==> src/rtl/jtag_pkg.sv <==
// Shared JTAG constants: IR width, opcodes, default IDCODE and DR-select decode.
// Latency: n/a (declarations only).
// Backpressure: n/a; imported by the TAP controller and the scan register block.
package jtag_pkg;

    localparam int IR_W = 4;

    localparam logic [IR_W-1:0] OP_IDCODE  = 4'h1;
    localparam logic [IR_W-1:0] OP_USER    = 4'h2;
    localparam logic [IR_W-1:0] OP_BYPASS  = 4'hF;

    // Fixed pattern loaded into the IR shift stage on Capture-IR
    localparam logic [IR_W-1:0] IR_CAPTURE = 4'b0001;

    localparam logic [31:0] IDCODE_DEFAULT = 32'h1234_5677;

    typedef enum logic [1:0] {
        DR_BYPASS = 2'd0,
        DR_IDCODE = 2'd1,
        DR_USER   = 2'd2
    } dr_sel_e;

    // Unknown opcodes fall back to BYPASS so TDI always reaches TDO
    function automatic dr_sel_e decode_ir(input logic [IR_W-1:0] ir);
        case (ir)
            OP_IDCODE: decode_ir = DR_IDCODE;
            OP_USER:   decode_ir = DR_USER;
            default:   decode_ir = DR_BYPASS;
        endcase
    endfunction

endpackage

==> src/rtl/jtag_shift_reg.sv <==
// Generic JTAG shift register with optional update (shadow) stage.
// Latency: capture/shift/update each take effect on the next TCLK rising edge.
// Backpressure: none; strobes are pre-prioritised by the parent (tlr > update > capture > shift).
// Ports: clk_i/rst_i clock and async active-high reset; tlr_i sync reload of reset values;
//        capture_i/shift_i/update_i TAP strobes; tdi_i serial in; lsb_o serial out bit;
//        upd_q_o update stage contents.
module jtag_shift_reg #(
    parameter int           W            = 4,
    parameter logic [W-1:0] CAP_VAL      = '0,
    parameter bit           CAP_FROM_UPD = 1'b0,
    parameter logic [W-1:0] SHIFT_RST    = '0,
    parameter logic [W-1:0] UPD_RST      = '0
) (
    input  logic         clk_i,
    input  logic         rst_i,
    input  logic         tlr_i,
    input  logic         capture_i,
    input  logic         shift_i,
    input  logic         update_i,
    input  logic         tdi_i,
    output logic         lsb_o,
    output logic [W-1:0] upd_q_o
);

    logic [W-1:0] shift_q, shift_d;
    logic [W-1:0] upd_q, upd_d;

    always_comb begin
        shift_d = shift_q;
        upd_d   = upd_q;
        if (tlr_i) begin
            shift_d = SHIFT_RST;
            upd_d   = UPD_RST;
        end else if (update_i) begin
            upd_d = shift_q;
        end else if (capture_i) begin
            // Read-back registers capture their own shadow stage
            shift_d = CAP_FROM_UPD ? upd_q : CAP_VAL;
        end else if (shift_i) begin
            shift_d = {tdi_i, shift_q[W-1:1]};
        end
    end

    always_ff @(posedge clk_i or posedge rst_i) begin
        if (rst_i) begin
            shift_q <= SHIFT_RST;
            upd_q   <= UPD_RST;
        end else begin
            shift_q <= shift_d;
            upd_q   <= upd_d;
        end
    end

    assign lsb_o   = shift_q[0];
    assign upd_q_o = upd_q;

endmodule

==> src/rtl/jtag_scan_regs.sv <==
// JTAG instruction register plus IDCODE / USER / BYPASS data registers behind a TAP.
// Latency: TDI-to-TDO is 1 TCLK (BYPASS), 32 (IDCODE) or USER_W (USER); TDO is combinational from flops.
// Backpressure: none; acts on one-hot TAP strobes, priority TLR > Update > Capture > Shift if several assert.
// Ports: TCLK/TRST clock and async active-high reset; TDI/TDO/TDO_en serial data;
//        *_in TAP state strobes; ir_q current instruction; user_dr_q USER shadow register.
module jtag_scan_regs
    import jtag_pkg::*;
#(
    parameter logic [31:0] IDCODE_VAL = IDCODE_DEFAULT,
    parameter int          USER_W     = 8
) (
    input  logic              TCLK,
    input  logic              TRST,
    input  logic              TDI,
    input  logic              Test_Logic_Reset_in,
    input  logic              Capture_IR_in,
    input  logic              Shift_IR_in,
    input  logic              Update_IR_in,
    input  logic              Capture_DR_in,
    input  logic              Shift_DR_in,
    input  logic              Update_DR_in,
    output logic              TDO,
    output logic              TDO_en,
    output logic [IR_W-1:0]   ir_q,
    output logic [USER_W-1:0] user_dr_q
);

    // Strobe arbitration: only the highest-priority strobe acts
    logic tlr, upd_hit, cap_hit;
    logic upd_ir, upd_dr, cap_ir, cap_dr, sh_ir, sh_dr;

    assign tlr     = Test_Logic_Reset_in;
    assign upd_hit = Update_IR_in | Update_DR_in;
    assign cap_hit = Capture_IR_in | Capture_DR_in;
    assign upd_ir  = !tlr && Update_IR_in;
    assign upd_dr  = !tlr && Update_DR_in;
    assign cap_ir  = !tlr && !upd_hit && Capture_IR_in;
    assign cap_dr  = !tlr && !upd_hit && Capture_DR_in;
    assign sh_ir   = !tlr && !upd_hit && !cap_hit && Shift_IR_in;
    assign sh_dr   = !tlr && !upd_hit && !cap_hit && Shift_DR_in;

    // ir_q is registered, so DR selection always uses the instruction in force before any update
    dr_sel_e dr_sel;
    assign dr_sel = decode_ir(ir_q);

    logic ir_lsb, id_lsb, user_lsb;
    logic [31:0] id_upd_unused;

    jtag_shift_reg #(
        .W(IR_W), .CAP_VAL(IR_CAPTURE), .CAP_FROM_UPD(1'b0),
        .SHIFT_RST(IR_CAPTURE), .UPD_RST(OP_IDCODE)
    ) u_ir (
        .clk_i(TCLK), .rst_i(TRST), .tlr_i(tlr),
        .capture_i(cap_ir), .shift_i(sh_ir), .update_i(upd_ir),
        .tdi_i(TDI), .lsb_o(ir_lsb), .upd_q_o(ir_q)
    );

    jtag_shift_reg #(
        .W(32), .CAP_VAL(IDCODE_VAL), .CAP_FROM_UPD(1'b0),
        .SHIFT_RST('0), .UPD_RST('0)
    ) u_idcode (
        .clk_i(TCLK), .rst_i(TRST), .tlr_i(1'b0),
        .capture_i(cap_dr && dr_sel == DR_IDCODE),
        .shift_i(sh_dr && dr_sel == DR_IDCODE),
        .update_i(1'b0),
        .tdi_i(TDI), .lsb_o(id_lsb), .upd_q_o(id_upd_unused)
    );

    // USER shadow survives Test-Logic-Reset, so its tlr input is tied off
    jtag_shift_reg #(
        .W(USER_W), .CAP_VAL('0), .CAP_FROM_UPD(1'b1),
        .SHIFT_RST('0), .UPD_RST('0)
    ) u_user (
        .clk_i(TCLK), .rst_i(TRST), .tlr_i(1'b0),
        .capture_i(cap_dr && dr_sel == DR_USER),
        .shift_i(sh_dr && dr_sel == DR_USER),
        .update_i(upd_dr && dr_sel == DR_USER),
        .tdi_i(TDI), .lsb_o(user_lsb), .upd_q_o(user_dr_q)
    );

    // Single-flop bypass register
    logic byp_q, byp_d;

    always_comb begin
        byp_d = byp_q;
        if (cap_dr && dr_sel == DR_BYPASS) begin
            byp_d = 1'b0;
        end else if (sh_dr && dr_sel == DR_BYPASS) begin
            byp_d = TDI;
        end
    end

    always_ff @(posedge TCLK or posedge TRST) begin
        if (TRST) begin
            byp_q <= 1'b0;
        end else begin
            byp_q <= byp_d;
        end
    end

    // TDO is forced low under TRST so the output is quiet immediately on an abort
    logic tdo_d;

    always_comb begin
        tdo_d = 1'b0;
        if (!TRST) begin
            if (Shift_IR_in) begin
                tdo_d = ir_lsb;
            end else if (Shift_DR_in) begin
                case (dr_sel)
                    DR_IDCODE: tdo_d = id_lsb;
                    DR_USER:   tdo_d = user_lsb;
                    default:   tdo_d = byp_q;
                endcase
            end
        end
    end

    assign TDO    = tdo_d;
    assign TDO_en = !TRST && (Shift_IR_in || Shift_DR_in);

endmodule
==> config.mk <==
export PLATFORM = sky130hd
export DESIGN_NAME = jtag_scan_regs
export DESIGN_NICKNAME = d
export VERILOG_FILES = /design/src/rtl/jtag_pkg.sv /design/src/rtl/jtag_shift_reg.sv /design/src/rtl/jtag_scan_regs.sv
export SDC_FILE = /design/constraint.sdc
export NUM_CORES = 1
export LEC_CHECK = 0
export ABC_CLOCK_PERIOD_IN_PS = 6890
export BUFFER_PORTS_ARGS = -buffer_cell sky130_fd_sc_hd__buf_2
export CORE_MARGIN = 4
export CORE_UTILIZATION = 50
export DETAILED_ROUTE_END_ITERATION = 10
export PLACE_DENSITY_LB_ADDON = 0.3
export SLEW_MARGIN = 20
export SYNTH_ARGS = -nofsm -noshare
export SYNTH_HDL_FRONTEND = slang
export SYNTH_HIERARCHICAL = 1
export SYNTH_SLANG_ARGS = --single-unit
==> constraint.sdc <==
create_clock -name TCLK -period 6.89 [get_ports TCLK]
set_input_delay 0 -clock TCLK [delete_from_list [all_inputs] [get_ports TCLK]]
set_output_delay 0 -clock TCLK [all_outputs]
set_load 0.02 [all_outputs]
== Word-level counts from Yosys, hierarchy flattened ==
Index checks and enable logic that the tools add are counted.
Operators by class
  equal/unequal tests: 5
  mux-type cells: 17
  bitwise operators: 3
  reductions and logical operators: 29
Operators by type and width (number)
  $mux 32: 2
  $mux 4: 6
  $logic_and 1x1->1: 16
  $mux 8: 2
  $reduce_bool 2->1: 4
  $mux 1: 5
  $eq 4x1->1 const B: 1
  $eq 4x2->1 const B: 1
  $logic_not 1->1: 4
  $pmux 2 s2: 1
  $reduce_and 2->1: 2
  $reduce_bool 3->1: 1
  $eq 2x1->1 const B: 1
  $eq 2x2->1 const B: 1
  $logic_not 2->1: 1
  $ne 2x2->1 const B: 1
  $or 1x1->1: 2
  $pmux 1 s2: 1
  $logic_or 1x1->1: 1
  $not 1->1: 1
Word-level totals
  bits in registers: 57
  input port bits: 10
  output and inout bits: 14

== Depth between registers and ports, before layout ==
Gate-level depths: netlist (run 1).
  word-level depth: 9
  mapped depth: 12
  depth with buffers taken out: 9

== Modules after synthesis ==
Netlist (run 1), hierarchy kept.
By module, submodules not included
  jtag_shift_reg (u_idcode): times used 1, cells each 209, area each 2655.0 um^2, seq. area each 1601.5 um^2
  jtag_shift_reg (u_user): times used 1, cells each 64, area each 770.7 um^2, seq. area each 400.4 um^2
  jtag_shift_reg (u_ir): times used 1, cells each 33, area each 381.6 um^2, seq. area each 202.7 um^2
  jtag_scan_regs: times used 1, cells each 34, area each 247.7 um^2, seq. area each 25.0 um^2

== Least setup slack after synthesis (run 1) ==
No wires, ideal clock.
  path type: reg2reg
  start point: register u_ir.upd_q[0] (netlist: u_ir/upd_q_o[0])
  end point: register u_user.shift_q[1]
  setup time: 0.094 ns
  data arrival time: 2.175 ns
  data required time: 6.796 ns
  path slack: 4.621 ns
  cell stages (with the launch flop): 10
  buffers on the path: 3
  path through: dfstp_2 > nor4b_1 > inv_1 > ha_1 > and3_2 > buf_6 > o21ba_1 > buf_6 > buf_12 > a211oi_1
On the way
  longest elaborated chain between the ends: 6
  elaborated cells on any way between the ends: 11
RTL lines
  start: declaration: RTL line jtag_shift_reg.sv:26  | logic [W-1:0] upd_q, upd_d;
  start signal: assignment: RTL line jtag_shift_reg.sv:50  | upd_q <= upd_d;
  $eq 4x2->1 / $eq 4x1->1 (equally long branches): RTL line jtag_pkg.sv:25  | case (ir)
  $pmux 2 s2 (*): RTL line jtag_pkg.sv:25
  $eq 2x2->1 (*): RTL line jtag_scan_regs.sv:75, jtag_scan_regs.sv:76, jtag_scan_regs.sv:77
  $logic_and 1x1->1, on equally long branches: RTL line jtag_scan_regs.sv:76, jtag_scan_regs.sv:75, jtag_scan_regs.sv:77
  $reduce_bool 2->1 (no line) / $not 1->1 (equally long branches)
  $reduce_and 2->1 (no line)
  end signal: assignment: RTL line jtag_shift_reg.sv:49  | shift_q <= shift_d;
  end: declaration: RTL line jtag_shift_reg.sv:25  | logic [W-1:0] shift_q, shift_d;
Every way passes the cells marked *; elsewhere a longest branch is shown, timed or not.
A chain may end at the register's enable or synchronous reset.

== Worst setup path after layout (run 1) ==
  start point: register u_ir.upd_q[0] (netlist: u_ir/upd_q_o[0])
  end point: register u_user.shift_q[4]
Same word-level chain as after synthesis.

==> qor.txt, run 1 <==
Status -> finished clean
Sw power -> 0.153 mW
Tmin final -> 2650 ps
Routed wl met2 -> 2340 um
Leak pwr -> 1.36 nW
Die Wd -> 82.8 um
Die Y -> 82.8 um
Core Region -> 5270 um^2
Clock transition at path regs -> 70 ps
Combinational fraction of design power -> 5.4%
Routed Antenna Nets -> 0
Vias per inst -> 5.53
Port bufs -> 23
Met3 routed WL -> 172 um
Crit path DAT -> 2880 ps
Routed wire length -> 5110 um
Global route overflow -> 0
Met1 WL -> 2530 um
Setup Crit Path Kind -> reg2reg
Reg-to-Reg Start -> u_ir/upd_q_o[0]
Dpl cell area -> 2880 um^2
Final hold slack -> 16.1 ps
Maximum clock frequency -> 378 MHz
Initial core utilization -> 53.0%
Htree depth -> 3
Vias -> 1857
Register Area -> 1430 um^2
Clk sinks -> 57
Layout Nets -> 275
Root Driver -> clkbuf_8
Number of remaining DRC errors -> 0
CTS tree -> yes
Count of final hold-check violations -> 0
Final clock skew -> 7.48 ps
Layout fillers -> 455
Number of synthesis warnings -> 6
Share of cells above drive strength 1 -> 22.9%
Design Area, Final -> 3110 um^2
Initial antenna violation count -> 0
Post-Syn Instances -> 239
1st-iter DRT viols -> 94
Final Cycle Share -> 38.4%
Post-Syn Area per Cell -> 11.7 um^2
Clk network pwr share -> 46.4%
PwrDens -> 228 nW/um^2
# IOs -> 24
Row count -> 26
Max Cap Viol -> 0
Switching part of the total power -> 21.5%
Synthesized area -> 2800 um^2
Setup-failing EPs final -> 0
R2R cell count -> 8
Worst hold stages -> 2
Multi-input gate area -> 1150 um^2
Number of global-route vias before repair -> 1817
Worst Path Max Fanout -> 16
Largest net degree at the start of global routing -> 33
Worst hold start -> Test_Logic_Reset_in
Slew Limit Fails -> 0
Max rail drop VDD -> 0.000147 V
Actual slew at the worst max-slew pin -> 942 ps
Antenna diodes -> 0
Detailed Place HPWL -> 3270 um
Post-CTS sizing -> 0
1st-pass router iterations -> 4
Worst Hold Path EP -> u_ir/upd_q_o[2]
DR WL/cell -> 15.2 um
CP endpoint kind -> flip-flop
CP Launch Type -> flip-flop
Global-route wire length before repair -> 8660 um
Die area -> 6850 um^2
FF-to-FF setup slack -> 4240 ps
RSZ-0062 raised after global routing -> no
Gp weighted congestion -> 0.773
Gr usage total -> 16.8%
Worst r2r dst -> u_user/shift_q[4]
Sequential Power Share -> 48.2%
Area grow syn2layout -> 11.3%
WP data required -> 7120 ps
Slew HR -> 37.0%
Hold Crit Class -> in2reg
Clock Path Buffers -> 2
CTS buffer count -> 9
Clk_lat worst skew -> 330 ps
Setup Total Neg Slack -> 0 ps
Internal power -> 0.556 mW
Top sig layer -> met4
## worst max-delay path, cell delays in order (launching register included)
cell      delay [ps]
dfstp_2          550
nor4b_1          350
inv_1            130
ha_1             260
nand2_1           70
nor2_1           190
o21ba_1          690
nor2_1            90
a211oi_1         230
## power by group through the flow
stage	logic [mW]	registers, mW	clock network, mW
after floorplan	0.0282	0.347	0
after global placement	0.0359	0.347	0
after detailed placement	0.0364	0.347	0
after CTS	0.0371	0.342	0.340
after global routing	0.0437	0.342	0.356
final	0.0384	0.342	0.329
## registers in the layout, summed over array words and instances, names as in the netlist
name	count
u_idcode/shift_q	32
u_user/upd_q_o	8
u_ir/shift_q	4
u_user/shift_q	8
byp_q	1
u_ir/upd_q_o	4
## layer usage
| layer | vias up | GRT usage [%] |
|---|---|---|
| li1 | 903 | - |
| met1 | 920 | 23.5 |
| met2 | 26 | 24.4 |
| met3 | 8 | 5.08 |
| met4 | 0 | 6.86 |
| met5 | - | 0 |
## through the flow
stage	cells	worst slack (ps)	utilization [%]	power, mW
after global placement	319	4340	54.6	0.383
after detailed placement	319	4260	54.6	0.384
final	336	4240	59.0	0.709
after global routing	336	3950	59.0	0.742
after CTS	336	4210	59.0	0.718
after floorplan	245	4620	-	0.376
## cell usage in the layout, fill, tap and decap left out, drive strengths merged, types with 2 or more instances in the layout
cell type / n
o32ai: 15
dfstp: 2
nand4bb: 2
conb: 7
ha: 3
dfrtp: 55
nor2: 23
a211oi: 8
o21ba: 3
nand2: 4
a31oi: 2
or3b: 4
o22ai: 2
nor4b: 2
dlygate4sd3: 2
and3: 5
buf: 24
a21oi: 2
o221a: 15
mux2i: 18
clkbuf: 13
nand2b: 14
inv: 24
## cell type report
class,count,share of cell area (%)
sequential,57,45.9
multi-input combinational,144,36.9
timing repair buffer,26,4.59
tap,70,2.82
clock inverter,2,1.13
inverter,24,2.90
clock buffer,13,5.75
## what timing repair did
action,CTS,global route
buffers inserted,0,0
endpoints found under the hold margin,59,0
hold buffers,2,0
## how the worst max path moves through the flow
stage | startpoint | to | slack, ps | cells after the start
floorplan | u_ir/upd_q_o[0] | u_user/shift_q[1] | 4620 | 9
global placement | u_ir/upd_q_o[0] | u_user/shift_q[4] | 4340 | 8
detailed placement | u_ir/upd_q_o[0] | u_user/shift_q[6] | 4260 | 8
CTS | u_ir/upd_q_o[0] | u_user/shift_q[6] | 4210 | 8
global route | u_ir/upd_q_o[0] | u_user/shift_q[7] | 3950 | 8
finish | u_ir/upd_q_o[0] | u_user/shift_q[4] | 4240 | 8
(Power assumes the default switching activity.)
==> run 2: changes to the inputs <==
--- a/config.mk
+++ b/config.mk
@@ -5,7 +5,8 @@
 export SDC_FILE = /design/constraint.sdc
 export NUM_CORES = 1
 export LEC_CHECK = 0
-export ABC_CLOCK_PERIOD_IN_PS = 6890
+export ABC_AREA = 1
+export ABC_CLOCK_PERIOD_IN_PS = 2550
 export BUFFER_PORTS_ARGS = -buffer_cell sky130_fd_sc_hd__buf_2
 export CORE_MARGIN = 4
 export CORE_UTILIZATION = 50
==> constraint.sdc (replaced) <==
create_clock -name TCLK -period 2.55 [get_ports TCLK]
set_input_delay 0 -clock TCLK [delete_from_list [all_inputs] [get_ports TCLK]]
set_output_delay 0 -clock TCLK [all_outputs]
set_load 0.02 [all_outputs]
==> run 2 against run 1 <==
Synthesized cell count increased by 56%; register-to-register slack got worse by 4000 ps; clock-buffer cell count decreased by 3; fmax increased by 14%; non-clock buffer count increased by 7; critical path depth increased by 2; clock skew decreased by 1.1 ps; cell count increased by 43%; critical endpoint is now u_idcode/shift_q[18]; highest routed layer unchanged.
==> qor.txt, run 2 <==
Status -> finished clean
Max reg flops -> 32
Grt met1 use -> 23.6%
Setup WS post-layout -> 239 ps
R2R cell count -> 10
Clock transition at path regs -> 60 ps
DR WL/cell -> 12.2 um
Global route overflow -> 0
GR peak layer -> met2
Max Cap Viol -> 0
CTS tree -> yes
Die Y -> 84.5 um
Detailed Place HPWL -> 3860 um
Hold Crit Class -> in2reg
Initial antenna violation count -> 0
Largest net degree at the start of global routing -> 34
Core Region -> 5610 um^2
Routed Antenna Nets -> 0
Worst hold start -> Update_DR_in
Crit path DAT -> 2530 ps
PwrDens -> 579 nW/um^2
Non-Filler Instances -> 481
Clk sinks -> 57
Reg with most FFs -> u_idcode/shift_q
Initial core utilization -> 52.2%
Slew Limit Fails -> 0
Clock Path Buffers -> 2
Final Cycle Share -> 90.6%
Setup-failing EPs final -> 0
Tmin final -> 2310 ps
Leak pwr -> 1.84 nW
Port bufs -> 23
Synthesized area -> 2930 um^2
# IOs -> 24
Actual slew at the worst max-slew pin -> 596 ps
Gr usage total -> 18.2%
Number of global-route vias before repair -> 2382
Root Driver -> clkbuf_8
Post-Syn Area per Cell -> 7.85 um^2
Vias -> 2428
Number of synthesis warnings -> 6
Reg-to-Reg Start -> u_ir/upd_q_o[0]
Htree depth -> 3
Slew HR -> 60.2%
1st-pass router iterations -> 4
Post-Syn Instances -> 373
Hold buffers post-CTS -> 5
Setup Buffers After CTS -> 0
Maximum clock frequency -> 433 MHz
Die area -> 7140 um^2
Fin util -> 58.8%
Layout Nets -> 417
Setup Total Neg Slack -> 0 ps
M2 GR Usage -> 28.8%
Worst Path Max Fanout -> 32
Antenna diodes -> 0
FF-to-FF setup slack -> 240 ps
Worst Hold Path EP -> u_user/upd_q_o[0]
Post-CTS sizing -> 0
Clk_lat worst skew -> 330 ps
1st-iter DRT viols -> 163
Worst slack at placement -> 244 ps
Max rail drop VDD -> 0.000338 V
Gp weighted congestion -> 0.801
RSZ-0062 raised after global routing -> no
Power Total -> 1.91 mW
Vias per inst -> 5.05
Most frequent cells in the layout -> nand2_1 (132), dfrtp_1 (55), nand3_1 (44)
CP endpoint kind -> flip-flop
Global-route wire length before repair -> 10700 um
Worst r2r dst -> u_idcode/shift_q[18]
Die Wd -> 84.5 um
GR Util met3 -> 4.02%
Share of cells above drive strength 1 -> 15.6%
Number of remaining DRC errors -> 0
Count of final hold-check violations -> 0
Worst hold stages -> 5
Most common cell after layout, fill and taps aside -> nand2_1
Placed cells -> 460
Area grow syn2layout -> 12.7%
Setup Crit Path Kind -> reg2reg
CP Launch Type -> flip-flop
Final clock skew -> 6.39 ps
WP data required -> 2770 ps
CTS buffer count -> 9
Routed wire length -> 5880 um
Row count -> 27
-- run 2: report_power, final --
group          internal [mW]  switching, mW  total [mW]  leakage, nW
Combinational         0.0398          0.107       0.147        0.952
Clock                  0.470          0.368       0.838        0.102
Sequential             0.918        0.00743       0.926        0.788
-- run 2: layer usage --
| metal | wire (um) | share of wire (%) | up-vias |
|---|---|---|---|
| li1 | - | - | 1246 |
| met1 | 2810 | 48 | 1112 |
| met2 | 2680 | 46 | 55 |
| met3 | 252 | 4.3 | 15 |
| met4 | 128 | 2.2 | 0 |
| met5 | 0 | 0 | - |
-- run 2: metrics by stage --
| stage | cell area [um^2] | hold slack, ps |
|---|---|---|
| 2_1_floorplan | 2950 | -265 |
| 3_3_place_gp | 3050 | -97.2 |
| 3_5_place_dp | 3050 | -96.4 |
| 4_1_cts | 3300 | 69.3 |
| 5_1_grt | 3300 | 119 |
| 6_report | 3300 | 73.7 |
-- run 2: worst max path at each step --
stage,start,to,slack (ps),cells after the start
2_1_floorplan,u_ir/upd_q_o[0],u_idcode/shift_q[31],610,12
3_3_place_gp,u_ir/upd_q_o[0],u_idcode/shift_q[25],330,10
3_5_place_dp,u_ir/upd_q_o[0],u_idcode/shift_q[18],240,10
4_1_cts,u_ir/upd_q_o[3],u_idcode/shift_q[18],230,11
5_1_grt,u_ir/upd_q_o[3],u_idcode/shift_q[12],4,11
6_report,u_ir/upd_q_o[0],u_idcode/shift_q[18],240,10
-- run 2: cell type report --
class / count / area [um^2]
multi-input combinational: 276 / 1280
sequential: 57 / 1430
timing repair buffer: 33 / 203
inverter: 27 / 101
tap: 72 / 90.1
clock buffer: 10 / 138
fill: 513 / 2310
clock inverter: 6 / 57.6
-- run 2: worst max-delay path, cell delays in order (launching register included) --
cell	delay, ps
dfstp_2	540
inv_1	50
nor3_1	250
ha_1	210
inv_1	50
nor2_1	350
nor2_8	130
nand2_4	190
nand2_4	240
nand2_1	130
nand2_1	60
==> run 3: changes to the inputs <==
--- a/config.mk
+++ b/config.mk
@@ -8,6 +8,7 @@
 export ABC_AREA = 1
 export ABC_CLOCK_PERIOD_IN_PS = 2550
 export BUFFER_PORTS_ARGS = -buffer_cell sky130_fd_sc_hd__buf_2
+export CORE_ASPECT_RATIO = 0.6
 export CORE_MARGIN = 4
 export CORE_UTILIZATION = 50
 export DETAILED_ROUTE_END_ITERATION = 10
==> run 3 against run 2 <==
Combinational power is essentially flat; core utilization grew 0.89 points; sequential power is essentially flat; power grew 12%; fmax grew 0.86%; cell count grew 1.5%; critical path depth is the same; first-iteration DRC count grew 33%; final area grew 1.8%; non-clock buffer count shrank 1; via count grew 1.4%.
==> qor.txt, run 3 (synthesis gave the netlist of run 2 again) <==
Die Wd -> 107 um
Clk sinks -> 57
Port bufs -> 23
Routed Antenna Nets -> 0
1st-pass router iterations -> 5
Max rail drop VDD -> 0.000376 V
Largest net degree at the start of global routing -> 34
Worst slack at placement -> 262 ps
Final Cycle Share -> 89.9%
Internal power -> 1.66 mW
Max incr delay on CP -> 540 ps
Non-Filler Instances -> 488
Gp weighted congestion -> 0.846
Status -> finished clean
CP endpoint kind -> flip-flop
Combinational fraction of design power -> 6.8%
Slew HR -> 56.8%
Root Driver -> clkbuf_8
Register Area -> 1430 um^2
Setup Total Neg Slack -> 0 ps
Max Cap Viol -> 0
Worst Path Max Fanout -> 32
Cell Chain, Critical Path -> inv_1 > nor3_1 > ha_1 > inv_1 > nor2_1 > nor2_8 > nand2_4 > nand2_4 > nand2_1 > nand2_1
Sw power -> 0.474 mW
Crit path DAT -> 2520 ps
Share of cells above drive strength 1 -> 15.4%
Layout fillers -> 554
Most frequent cells in the layout -> nand2_1 (132), dfrtp_1 (55), nand3_1 (44)
Power Total -> 2.14 mW
Switching part of the total power -> 22.2%
PwrDens -> 636 nW/um^2
Final clock skew -> 10.8 ps
# IOs -> 24
Initial core utilization -> 52.0%
Area grow syn2layout -> 14.7%
DR WL/cell -> 12.5 um
RSZ-0062 raised after global routing -> no
Layout Nets -> 416
Multi-input gate area -> 1280 um^2
Detailed Place HPWL -> 4210 um
Setup WS post-layout -> 259 ps
Initial antenna violation count -> 0
Core Region -> 5620 um^2
Setup-failing EPs final -> 0
Placed cells -> 468
Maximum clock frequency -> 436 MHz
Setup Crit Path Kind -> reg2reg
Antenna diodes -> 0
Actual slew at the worst max-slew pin -> 647 ps
CTS buffer count -> 9
Leak pwr -> 1.86 nW
Global-route wire length before repair -> 10900 um
Vias -> 2461
Sequential Power Share -> 43.3%
Routed wire length -> 6120 um
WP data required -> 2770 ps
Count of final hold-check violations -> 0
CTS tree -> yes
Number of remaining DRC errors -> 0
Clk network pwr share -> 49.8%
Number of global-route vias before repair -> 2361
Global route overflow -> 0
Setup Buffers After CTS -> 0
Tmin final -> 2290 ps
1st-iter DRT viols -> 217
Clock transition at path regs -> 60 ps
Worst path slowest cell -> dfstp_2
Max reg flops -> 32
Die area -> 7180 um^2
Hold Crit Class -> in2reg
Htree depth -> 3
Row count -> 21
Slew Limit Fails -> 0
Gr usage total -> 19.4%
Die Y -> 67.3 um
Most common cell after layout, fill and taps aside -> nand2_1
Reg with most FFs -> u_idcode/shift_q
Vias per inst -> 5.04
Clk_lat worst skew -> 340 ps
Clock Path Buffers -> 2
CP Launch Type -> flip-flop
-- run 3: what timing repair did --
item / in CTS / in global routing
gates resized for setup: 0 / 0
hold endpoints to repair: 61 / 0
hold buffers: 4 / 0
-- run 3: final cells by class --
class,instances,share of cell area (%)
sequential,57,42.6
multi-input combinational,276,38.1
timing repair buffer,32,5.74
clock buffer,12,4.62
inverter,27,3.02
tap,80,2.98
clock inverter,4,2.94
-- run 3: layer usage --
metal | vias up | part of all wire, % | GRT usage (%)
met4 | 0 | 1.1 | 5.90
met1 | 1135 | 50 | 27.3
met2 | 72 | 42 | 28.6
met5 | - | 0 | 0
met3 | 7 | 7.2 | 6.40
li1 | 1247 | - | -
-- run 3: worst paths after layout --
path | slack [ps] | cells after the start | startpoint | to
worst min-delay path | 40 | 4 | Capture_DR_in | byp_q
min in group asynchronous | 100 | 3 | TRST | byp_q
worst max register to register | 260 | 10 | u_ir/upd_q_o[0] | u_idcode/shift_q[6]
worst min register to register | 470 | 2 | u_idcode/shift_q[17] | u_idcode/shift_q[17]
max in group asynchronous | 1780 | 3 | TRST | u_user/upd_q_o[7]
worst max-delay path | 260 | 10 | u_ir/upd_q_o[0] | u_idcode/shift_q[6]
-- run 3: power groups by stage --
| stage | Combinational, mW | Clock (mW) | Sequential [mW] |
|---|---|---|---|
| 2_1_floorplan | 0.115 | 0 | 0.942 |
| 3_3_place_gp | 0.136 | 0 | 0.942 |
| 3_5_place_dp | 0.137 | 0 | 0.942 |
| 4_1_cts | 0.143 | 1.09 | 0.925 |
| 5_1_grt | 0.167 | 1.13 | 0.927 |
| 6_report | 0.146 | 1.06 | 0.925 |
-- run 3: per-stage QoR --
| step | util [%] | hold slack (ps) | instance area [um^2] |
|---|---|---|---|
| after floorplan | - | -265 | 2950 |
| after global placement | 54.5 | -102 | 3060 |
| after detailed placement | 54.5 | -98.6 | 3060 |
| after CTS | 59.7 | 20.2 | 3360 |
| after global routing | 59.7 | 63.2 | 3360 |
| final | 59.7 | 37.2 | 3360 |
-- run 3: critical path, delay by kind of cell (launching register included) --
| kind | cells | cell delay, ps |
|---|---|---|
| flip-flops | 1 | 540 |
| buffers and inverters | 2 | 100 |
| AND/OR/NAND/NOR | 7 | 1310 |
| adder cells (fa/ha/maj) | 1 | 210 |
